===== src/rtl/sliced_word_alu.sv =====
`default_nettype none
// ============================================================================
// Module   : sliced_word_alu
// Purpose  : Multi-cycle ALU. A WIDTH-bit ADD/SUB/AND/OR is processed one
//            SLICE_WIDTH-bit slice per clock, least-significant slice first,
//            with a registered carry/borrow between slices. A start/busy/done
//            handshake frames each operation; results and flags are
//            registered and held until the next completion.
// Ports    : clk_i           - clock, all state changes on rising edge
//            rst_n_i         - synchronous active-low reset
//            start_i         - request a new operation (honoured in IDLE only)
//            a_i, b_i        - WIDTH-bit operands, sampled on accept
//            f_i             - 0 ADD, 1 SUB, 2 AND, 3 OR, sampled on accept
//            carry_borrow_i  - carry-in (ADD) / borrow-in (SUB), sampled on accept
//            busy_o          - high while slices are being processed
//            done_o          - one-cycle pulse, results valid
//            y_o             - WIDTH-bit result
//            carry_borrow_o  - final carry (ADD) / borrow (SUB), 0 for logic ops
//            status_flag_o   - 00 default, 01 zero, 10 overflow, 11 negative
// Revision : 1.0 - initial release
// ============================================================================
module sliced_word_alu #(
  parameter  int WIDTH       = 16,
  parameter  int SLICE_WIDTH = 4,
  localparam int NUM_SLICES  = WIDTH / SLICE_WIDTH
) (
  input  logic             clk_i,
  input  logic             rst_n_i,
  input  logic             start_i,
  input  logic [WIDTH-1:0] a_i,
  input  logic [WIDTH-1:0] b_i,
  input  logic [1:0]       f_i,
  input  logic             carry_borrow_i,
  output logic             busy_o,
  output logic             done_o,
  output logic [WIDTH-1:0] y_o,
  output logic             carry_borrow_o,
  output logic [1:0]       status_flag_o
);

  // --------------------------------------------------------------------------
  // Elaboration-time sanity check on the slicing geometry
  // --------------------------------------------------------------------------
  generate
    if ((SLICE_WIDTH < 1) || ((WIDTH % SLICE_WIDTH) != 0)) begin : g_bad_width
      $error("sliced_word_alu: WIDTH (%0d) must be a multiple of SLICE_WIDTH (%0d)",
             WIDTH, SLICE_WIDTH);
    end
  endgenerate

  // --------------------------------------------------------------------------
  // Constants
  // --------------------------------------------------------------------------
  localparam int CNT_W = (NUM_SLICES > 1) ? $clog2(NUM_SLICES) : 1;
  localparam logic [CNT_W-1:0] c_LAST = CNT_W'(NUM_SLICES - 1);

  localparam logic [1:0] c_F_ADD = 2'd0;
  localparam logic [1:0] c_F_SUB = 2'd1;
  localparam logic [1:0] c_F_AND = 2'd2;
  localparam logic [1:0] c_F_OR  = 2'd3;

  localparam logic [1:0] c_FLAG_DEFAULT = 2'b00;
  localparam logic [1:0] c_FLAG_ZERO    = 2'b01;
  localparam logic [1:0] c_FLAG_OVF     = 2'b10;
  localparam logic [1:0] c_FLAG_NEG     = 2'b11;

  typedef enum logic [0:0] {
    S_IDLE = 1'b0,
    S_RUN  = 1'b1
  } state_t;

  // --------------------------------------------------------------------------
  // State
  // --------------------------------------------------------------------------
  state_t           r_state;
  logic [WIDTH-1:0] r_a;       // shadow operand A, shifted right one slice per RUN edge
  logic [WIDTH-1:0] r_b;       // shadow operand B, shifted likewise
  logic [1:0]       r_f;
  logic             r_c;       // inter-slice carry / borrow
  logic [CNT_W-1:0] r_cnt;
  logic             r_busy;
  logic             r_done;
  logic [WIDTH-1:0] r_y;
  logic             r_cb;
  logic [1:0]       r_flag;

  // --------------------------------------------------------------------------
  // Slice datapath
  // --------------------------------------------------------------------------
  logic [SLICE_WIDTH-1:0] w_a_s;
  logic [SLICE_WIDTH-1:0] w_b_s;
  logic [SLICE_WIDTH:0]   w_sum;
  logic [SLICE_WIDTH:0]   w_diff;
  logic [SLICE_WIDTH-1:0] w_res_s;
  logic                   w_c_next;
  logic [WIDTH-1:0]       w_acc_next;  // full word including the slice of this edge
  logic [WIDTH-1:0]       w_a_shift;
  logic [WIDTH-1:0]       w_b_shift;
  logic                   w_last;
  logic                   w_y_zero;
  logic [1:0]             w_flag_next;

  // The current slice always sits in the low bits of the shadow registers.
  assign w_a_s = r_a[SLICE_WIDTH-1:0];
  assign w_b_s = r_b[SLICE_WIDTH-1:0];

  // One extra bit on top captures carry-out; for subtraction the extra bit
  // becomes 1 exactly when the slice result went negative, i.e. a borrow.
  assign w_sum  = {1'b0, w_a_s} + {1'b0, w_b_s} + {{SLICE_WIDTH{1'b0}}, r_c};
  assign w_diff = {1'b0, w_a_s} - {1'b0, w_b_s} - {{SLICE_WIDTH{1'b0}}, r_c};

  always_comb begin
    w_res_s  = '0;
    w_c_next = 1'b0;
    case (r_f)
      c_F_ADD: begin
        w_res_s  = w_sum[SLICE_WIDTH-1:0];
        w_c_next = w_sum[SLICE_WIDTH];
      end
      c_F_SUB: begin
        w_res_s  = w_diff[SLICE_WIDTH-1:0];
        w_c_next = w_diff[SLICE_WIDTH];
      end
      c_F_AND: begin
        w_res_s  = w_a_s & w_b_s;
        w_c_next = 1'b0;
      end
      c_F_OR: begin
        w_res_s  = w_a_s | w_b_s;
        w_c_next = 1'b0;
      end
      default: begin
        w_res_s  = '0;
        w_c_next = 1'b0;
      end
    endcase
  end

  assign w_last = (r_cnt == c_LAST);

  // Completed slices are shifted in from the top, so after the final slice
  // the first one has arrived at the bottom. The single-slice build needs no
  // accumulator or operand shifting at all.
  generate
    if (NUM_SLICES > 1) begin : g_multi
      logic [WIDTH-SLICE_WIDTH-1:0] r_acc;

      assign w_acc_next = {w_res_s, r_acc};
      assign w_a_shift  = {{SLICE_WIDTH{1'b0}}, r_a[WIDTH-1:SLICE_WIDTH]};
      assign w_b_shift  = {{SLICE_WIDTH{1'b0}}, r_b[WIDTH-1:SLICE_WIDTH]};

      always_ff @(posedge clk_i) begin
        if (!rst_n_i) begin
          r_acc <= '0;
        end else if (r_state == S_RUN) begin
          r_acc <= w_acc_next[WIDTH-1:SLICE_WIDTH];
        end
      end
    end else begin : g_single
      assign w_acc_next = w_res_s;
      assign w_a_shift  = r_a;
      assign w_b_shift  = r_b;
    end
  endgenerate

  // Full-word status, evaluated on the word being completed this edge.
  assign w_y_zero = (w_acc_next == '0);

  always_comb begin
    w_flag_next = c_FLAG_DEFAULT;
    case (r_f)
      c_F_ADD: begin
        if (w_c_next)      w_flag_next = c_FLAG_OVF;
        else if (w_y_zero) w_flag_next = c_FLAG_ZERO;
      end
      c_F_SUB: begin
        if (w_c_next)      w_flag_next = c_FLAG_NEG;
        else if (w_y_zero) w_flag_next = c_FLAG_ZERO;
      end
      default: begin
        if (w_y_zero)      w_flag_next = c_FLAG_ZERO;
      end
    endcase
  end

  // --------------------------------------------------------------------------
  // Control FSM with registered outputs
  // --------------------------------------------------------------------------
  always_ff @(posedge clk_i) begin
    if (!rst_n_i) begin
      r_state <= S_IDLE;
      r_a     <= '0;
      r_b     <= '0;
      r_f     <= 2'd0;
      r_c     <= 1'b0;
      r_cnt   <= '0;
      r_busy  <= 1'b0;
      r_done  <= 1'b0;
      r_y     <= '0;
      r_cb    <= 1'b0;
      r_flag  <= 2'b00;
    end else begin
      r_done <= 1'b0;
      case (r_state)
        S_IDLE: begin
          if (start_i) begin
            r_a     <= a_i;
            r_b     <= b_i;
            r_f     <= f_i;
            // Logic ops force the carry to 0 in the slice path, so seeding
            // unconditionally is harmless there.
            r_c     <= carry_borrow_i;
            r_cnt   <= '0;
            r_busy  <= 1'b1;
            r_state <= S_RUN;
          end
        end
        S_RUN: begin
          // start_i is deliberately not looked at here: no queuing.
          r_a   <= w_a_shift;
          r_b   <= w_b_shift;
          r_c   <= w_c_next;
          r_cnt <= r_cnt + 1'b1;
          if (w_last) begin
            r_y     <= w_acc_next;
            r_cb    <= w_c_next;
            r_flag  <= w_flag_next;
            r_done  <= 1'b1;
            r_busy  <= 1'b0;
            r_cnt   <= '0;
            r_state <= S_IDLE;
          end
        end
        default: begin
          r_busy  <= 1'b0;
          r_state <= S_IDLE;
        end
      endcase
    end
  end

  assign busy_o         = r_busy;
  assign done_o         = r_done;
  assign y_o            = r_y;
  assign carry_borrow_o = r_cb;
  assign status_flag_o  = r_flag;

endmodule
`default_nettype wire


===== config.mk =====
export PLATFORM = sky130hd
export DESIGN_NAME = sliced_word_alu
export DESIGN_NICKNAME = d
export VERILOG_FILES = /design/src/rtl/sliced_word_alu.sv
export SDC_FILE = /design/constraint.sdc
export NUM_CORES = 1
export LEC_CHECK = 0
export CORE_MARGIN = 1.5
export CORE_UTILIZATION = 52
export CTS_CLUSTER_DIAMETER = 200
export DETAILED_ROUTE_END_ITERATION = 16
export HOLD_SLACK_MARGIN = 0.06
export MAX_ROUTING_LAYER = met4
export PLACE_DENSITY = 0.83
export SLEW_MARGIN = 20
export SYNTH_ARGS = -nofsm -noshare
export SYNTH_HDL_FRONTEND = slang
export SYNTH_SLANG_ARGS = --single-unit

===== constraint.sdc =====
create_clock -name clk_i -period 2.9 [get_ports clk_i]
set_clock_uncertainty 0.15 [all_clocks]
set_input_delay 0.435 -clock clk_i [delete_from_list [all_inputs] [get_ports clk_i]]
set_output_delay 0.435 -clock clk_i [all_outputs]
set_load 0.01 [all_outputs]

-- Word level (Yosys, flattened, before mapping)
Cells that the tools add are included.
- input bits: 38
- register bits after elaboration: 71
- output and inout bits: 21
- word-level logic and storage cells: 55
- muxes and demuxes: 22
- equality and inequality tests: 6
- reduce and logical (&&, ||, !) cells: 7
- add/subtract/negate cells: 5
- bitwise gates (word level): 3
- operator list (operator ; number):
    one-hot mux 16 bit (2 select lines) ; 2
    two-way mux 16 bit ; 2
    logical NOT 16 bit ; 1
    one-hot mux 4 bit (4 select lines) ; 1
    two-way mux 2 bit ; 4
    one-hot mux 2 bit (2 select lines) ; 2
    AND reduction 2 bit ; 4
    two-way mux 1 bit ; 7
    equality test 2 bit, second input constant ; 3
    one-hot mux 1 bit (2 select lines) ; 3
    adder 4 x 4 -> 5 bit ; 1
    adder 5 x 1 -> 5 bit ; 1
    subtractor 4 x 4 -> 5 bit ; 1
    subtractor 5 x 1 -> 5 bit ; 1
    AND 4 bit ; 1
    bitwise OR 4 bit ; 1
    one-hot mux 1 bit (3 select lines) ; 1
    adder 2 x 1 -> 2 bit, second input constant ; 1
    equality test 2 x 1 -> 1 bit, second input constant ; 1
    logical NOT 2 bit ; 1
    inequality test 2 x 1 -> 1 bit, second input constant ; 1
    inequality test 2 bit, second input constant ; 1
    OR reduction 2 bit ; 1
    inverter 1 bit ; 1

-- Depth between registers and ports, before layout
- depth after elaboration: 7
- depth in mapped cells: 9
- gate-level depth less buffers: 9

-- Least setup slack after synthesis
No wires, ideal clock.
- path kind: register to register
- start point: register r_a[0]
- end point: register r_flag[0] (netlist: status_flag_o[0])
- setup time: 0.068 ns
- stages on the path, launching flop included: 9
- arrival time: 2.200 ns
- path slack: 0.481 ns
- data required time: 2.682 ns
- buffers on the path: 0
- clock period less this slack: 2.419 ns
- cell sequence: dfxtp_1 inv_1 fa_1 fa_1 and2_1 or4_1 nand3_2 nand4_1 o21bai_2
- word-level cells in the longest chain between the ends: 7
- elaborated cells between the ends (all ways): 13
- classes of those cells: 4 x add/sub; 6 x mux; 2 x bitwise; 1 x reduce/logical
- RTL lines (element ; line ; source):
    start, declared ; 76 ; logic [WIDTH-1:0] r_a;
    start signal, assigned ; 207 ; r_a <= a_i;
    start signal, assigned ; 220 ; r_a <= w_a_shift;
    subtractor 4 x 4 -> 5 bit / adder 4 x 4 -> 5 bit (equally long branches) ; 110, 109 ;
    subtractor 5 x 1 -> 5 bit / adder 5 x 1 -> 5 bit (equally long branches) ; 110, 109 ;
    one-hot mux 4 bit (4 select lines) ; 115 ; case (r_f)
    logical NOT 16 bit ; 167 ; assign w_y_zero = (w_acc_next == '0);
    two-way mux 1 bit ; 174, 178, 181 ;
    two-way mux 2 bit, on equally long branches ; 177, 173 ;
    one-hot mux 2 bit (2 select lines) * ; 171 ; case (r_f)
    end signal, assigned ; 227 ; r_flag <= w_flag_next;
    end, declared ; 85 ; logic [1:0] r_flag;
Mark *: on every way between the ends. The rest lies on a longest branch, timed or not.
A chain may end at the register's enable or synchronous reset.

-- Worst setup path in the final report
- start point: register r_a[0]
- end point: register g_multi.r_acc[11]
- word-level cells in the longest chain between the ends: 3
- elaborated cells between the ends (all ways): 5
- classes of those cells: 4 x add/sub; 1 x mux
- RTL lines (element ; line ; source):
    subtractor 4 x 4 -> 5 bit / adder 4 x 4 -> 5 bit (equally long branches) ; 110, 109 ;
    subtractor 5 x 1 -> 5 bit / adder 5 x 1 -> 5 bit (equally long branches) ; 110, 109 ;
    one-hot mux 4 bit (4 select lines) * ; 115 ;
    end signal, assigned ; 156 ; r_acc <= w_acc_next[WIDTH-1:SLICE_WIDTH];
    end, declared ; 146 ; logic [WIDTH-SLICE_WIDTH-1:0] r_acc;
Marked as above.

==> results.yml <==
drt:
  vias: 2629
  detail_route.iter0.violations: 174
  drtPass1Iterations: 5
  routedWlPerCell_um: 13.85
  finalWirelength_um: 6730
  ant_nets: 0
  drc: 0
  vias_per_cell: 5.409
power:
  p_leak_uw: 0.001731
  irDropWorstVdd_mv: 0.3975
  p_per_area_nw_per_um2: 567.4
hold_path:
  min_path_type: "flip-flop to flip-flop"
  worst_hold_path.endpoint: "y_o[12]"
  hold_start: "y_o[12]"
  holdPathStages: 2
timing:
  slew_headroom: 0.6585
  slew_viol_final: 0
  final.min_clock_period_ns: 2.603
  fin_ws_ns: 0.2967
  finalSetupTns_ns: 0
  setup_viol: 0
  report.final.hold_viol_count: 0
  period_share: 0.8977
  rsz0062_at_grt: "false"
  fmax_mhz: 384.1
  tightest_slew_ns: 0.5122
global_routing:
  grt_pass1_vias: 2448
  grt_pass1_wl_um: 11390
  overflow: 0
  grt_max_degree: 57
  grtUsageTotal: 0.2276
  use_met2: 0.3382
  met3_usage: 0.06044
  top_usage_layer: "met2"
  gr-usage-met1: 0.2956
  antenna_found_initial: 0
yosys:
  ys_types: 45
  ys_warn_count: 0
  synth_edf_count: 0
  netlist_instances: 354
  syn_nets: 411
  synthArstFlopShare: 0
  synth_ff_type: "dfxtp_1"
  syn_area_um2: 3283
  postSynthAreaPerCell_um2: 9.274
  ys_ff_latch: 71
  ys_seq_area_frac: 0.4329
worst_setup_path:
  cp_max_fo: 4
  path_cells: "inv_1 -> fa_1 -> inv_1 -> ha_1 -> o21ai_0 -> nand3b_1 -> and3b_1 -> a211o_1 -> a31o_1"
  crit_family: "compound AO/OA/AOI/OAI gates"
  arrival_ns: 2.69
  cp-end-kind: "flip-flop"
  r2r_start: "r_a[0]"
  r2r_end: "g_multi.r_acc[11]"
  cp_num_buf_inv: 2
  path_class: "flip-flop to flip-flop"
  start_kind: "flip-flop"
  cpMostUsedCell: "inv_1"
  r2r_cells: 9
  ff2ff_setup_slack_ns: 0.30
  slowest_delay_ns: 0.59
  cp.required_ns: 2.99
  cp_slowest_cell: "fa_1"
placed_design:
  gp_congestion: 0.9141
  place_inst: 470
  place_hpwl_um: 4719
  io_buffers: 58
  dp_slack_ns: 0.3088
final_layout:
  diodes: 0
  final_cells: 486
  synthToLayoutAreaGrowth_pct: 26.03
  utilization: 0.6867
  fin_nets: 463
  drive_gt1_frac: 0.07786
  fillers: 488
  multi_input_area_um2: 1693
  seqCellArea_um2: 1423
flow_run:
  cap_violations: 0
clock_network:
  htree_levels: 3
  cts.clk_slew.worst_paths_ns: 0.08
  clk_path_buf_depth: 2
  cts_hold_buf: 0
  cts_root_buf: "clkbuf_8"
  cts.repair.resized: 0
  cts_buffers: 9
  tritoncts: "built"
  clk_latency_ns: 0.34
  post-cts-setup-buffers: 0
  clock_sink_count: 71
floorplan:
  die_w_um: 82.46
  fp-row-count: 28
  dieArea_um2: 6800
  initial_core_util: 0.5449
  io_pins: 59
  fp.coreArea_um2: 6026
  die_h_um: 82.46
status:
  status: "finished, final reports clean"
-- cell usage after synthesis (all sizes together), types with 2 or more instances --
master	count	area, µm²
nor2b	3	18.77
o21ai	10	50.05
dfxtp	71	1421
nor4	2	12.51
inv	16	60.05
mux4	2	45.04
xnor2	3	26.28
clkbuf	9	33.78
a21oi	32	167.7
o21a	3	22.52
or4	2	15.01
a211oi	3	22.52
mux2i	41	410.4
nand2b	3	26.27
a22o	13	113.9
fa	4	80.08
nor3b	3	22.52
ha	15	187.7
a211o	2	17.52
nand2	9	33.78
nand3	3	20.02
nor2	78	292.8
buf	13	71.32
-- worst max-delay path by stage --
| stage | start | cells after the start | slack (ns) | endpoint |
|---|---|---|---|---|
| finish | r_a[0] | 9 | 0.30 | g_multi.r_acc[11] |
| floorplan | r_a[0] | 8 | 0.48 | status_flag_o[0] |
| CTS | r_a[0] | 9 | 0.29 | g_multi.r_acc[11] |
| global placement | r_a[0] | 8 | 0.41 | status_flag_o[0] |
| global route | r_a[0] | 9 | 0.14 | g_multi.r_acc[11] |
| detailed placement | r_a[0] | 9 | 0.31 | g_multi.r_acc[11] |
-- report_power, final --
| part | internal, µW | switching [µW] |
|---|---|---|
| Clock | 583 | 400 |
| Combinational | 159 | 147 |
| Sequential | 1010 | 43.9 |
| Total | 1760 | 591 |
-- through the flow --
step | cell area (µm²) | hold WS [ns] | power, µW
after CTS | 4138 | 0.3051 | 2363
after detailed placement | 3886 | 0.2941 | 1385
after global routing | 4138 | 0.3286 | 2452
after floorplan | 3283 | 0.3048 | 1285
after global placement | 3886 | 0.2928 | 1373
final | 4138 | 0.3093 | 2348
-- worst register-to-register path, stage by stage (launching register included) --
cell	delay [ns]
dfxtp_1	0.41
inv_1	0.11
fa_1	0.59
inv_1	0.06
ha_1	0.16
o21ai_0	0.21
nand3b_1	0.10
and3b_1	0.16
a211o_1	0.32
a31o_1	0.24
-- placed cells by master, fill, tap and decap left out, types with 3 or more instances in the layout --
master           instances
mux2i_1                 41
nor2b_1                  3
a21oi_1                 30
dfxtp_1                 70
clkdlybuf4s50_1         57
a211oi_1                 3
o21a_1                   3
a22o_1                  13
clkbuf_8                 9
nor2_1                  78
inv_1                   15
buf_4                    5
nor3b_1                  3
xnor2_1                  3
ha_1                    15
o21ai_0                  8
fa_1                     4
nand2_1                  9
bufinv_16                3
-- cell families (layout without fill, tap and decap cells) --
group	count (synthesis)	count (layout)	share of synthesized area
adder cells (fa/ha/maj)	19	19	0.08156
buffers and inverters	39	96	0.05144
AO/OA/AOI/OAI	69	69	0.1364
multiplexers	44	44	0.1421
XOR/XNOR	3	3	0.008005
AND/OR/NAND/NOR	109	109	0.1475
flip-flops	71	71	0.4329
-- cell type report --
class | count | share of cell area
Tap cell | 75 | 0.02268
Inverter | 17 | 0.01542
Timing Repair Buffer | 63 | 0.1482
Clock inverter | 7 | 0.03084
Multi-Input combinational cell | 244 | 0.4091
Sequential cell | 71 | 0.3438
Clock buffer | 9 | 0.02994
-- flip-flops by register name, summed over array words and instances (netlist names) --
name / flops
busy_o: 1
carry_borrow_o: 1
done_o: 1
g_multi.r_acc: 12
r_a: 16
r_b: 16
r_c: 1
r_cnt: 2
r_f: 2
r_state: 1
status_flag_o: 2
y_o: 16
-- routing by layer --
layer | share of wire | up-vias
met2 | 0.46 | 71
met4 | 0.018 | 0
met5 | 0 | -
met3 | 0.052 | 14
met1 | 0.47 | 1230
li1 | - | 1314
Note: power is estimated with default switching activity, not from simulation.
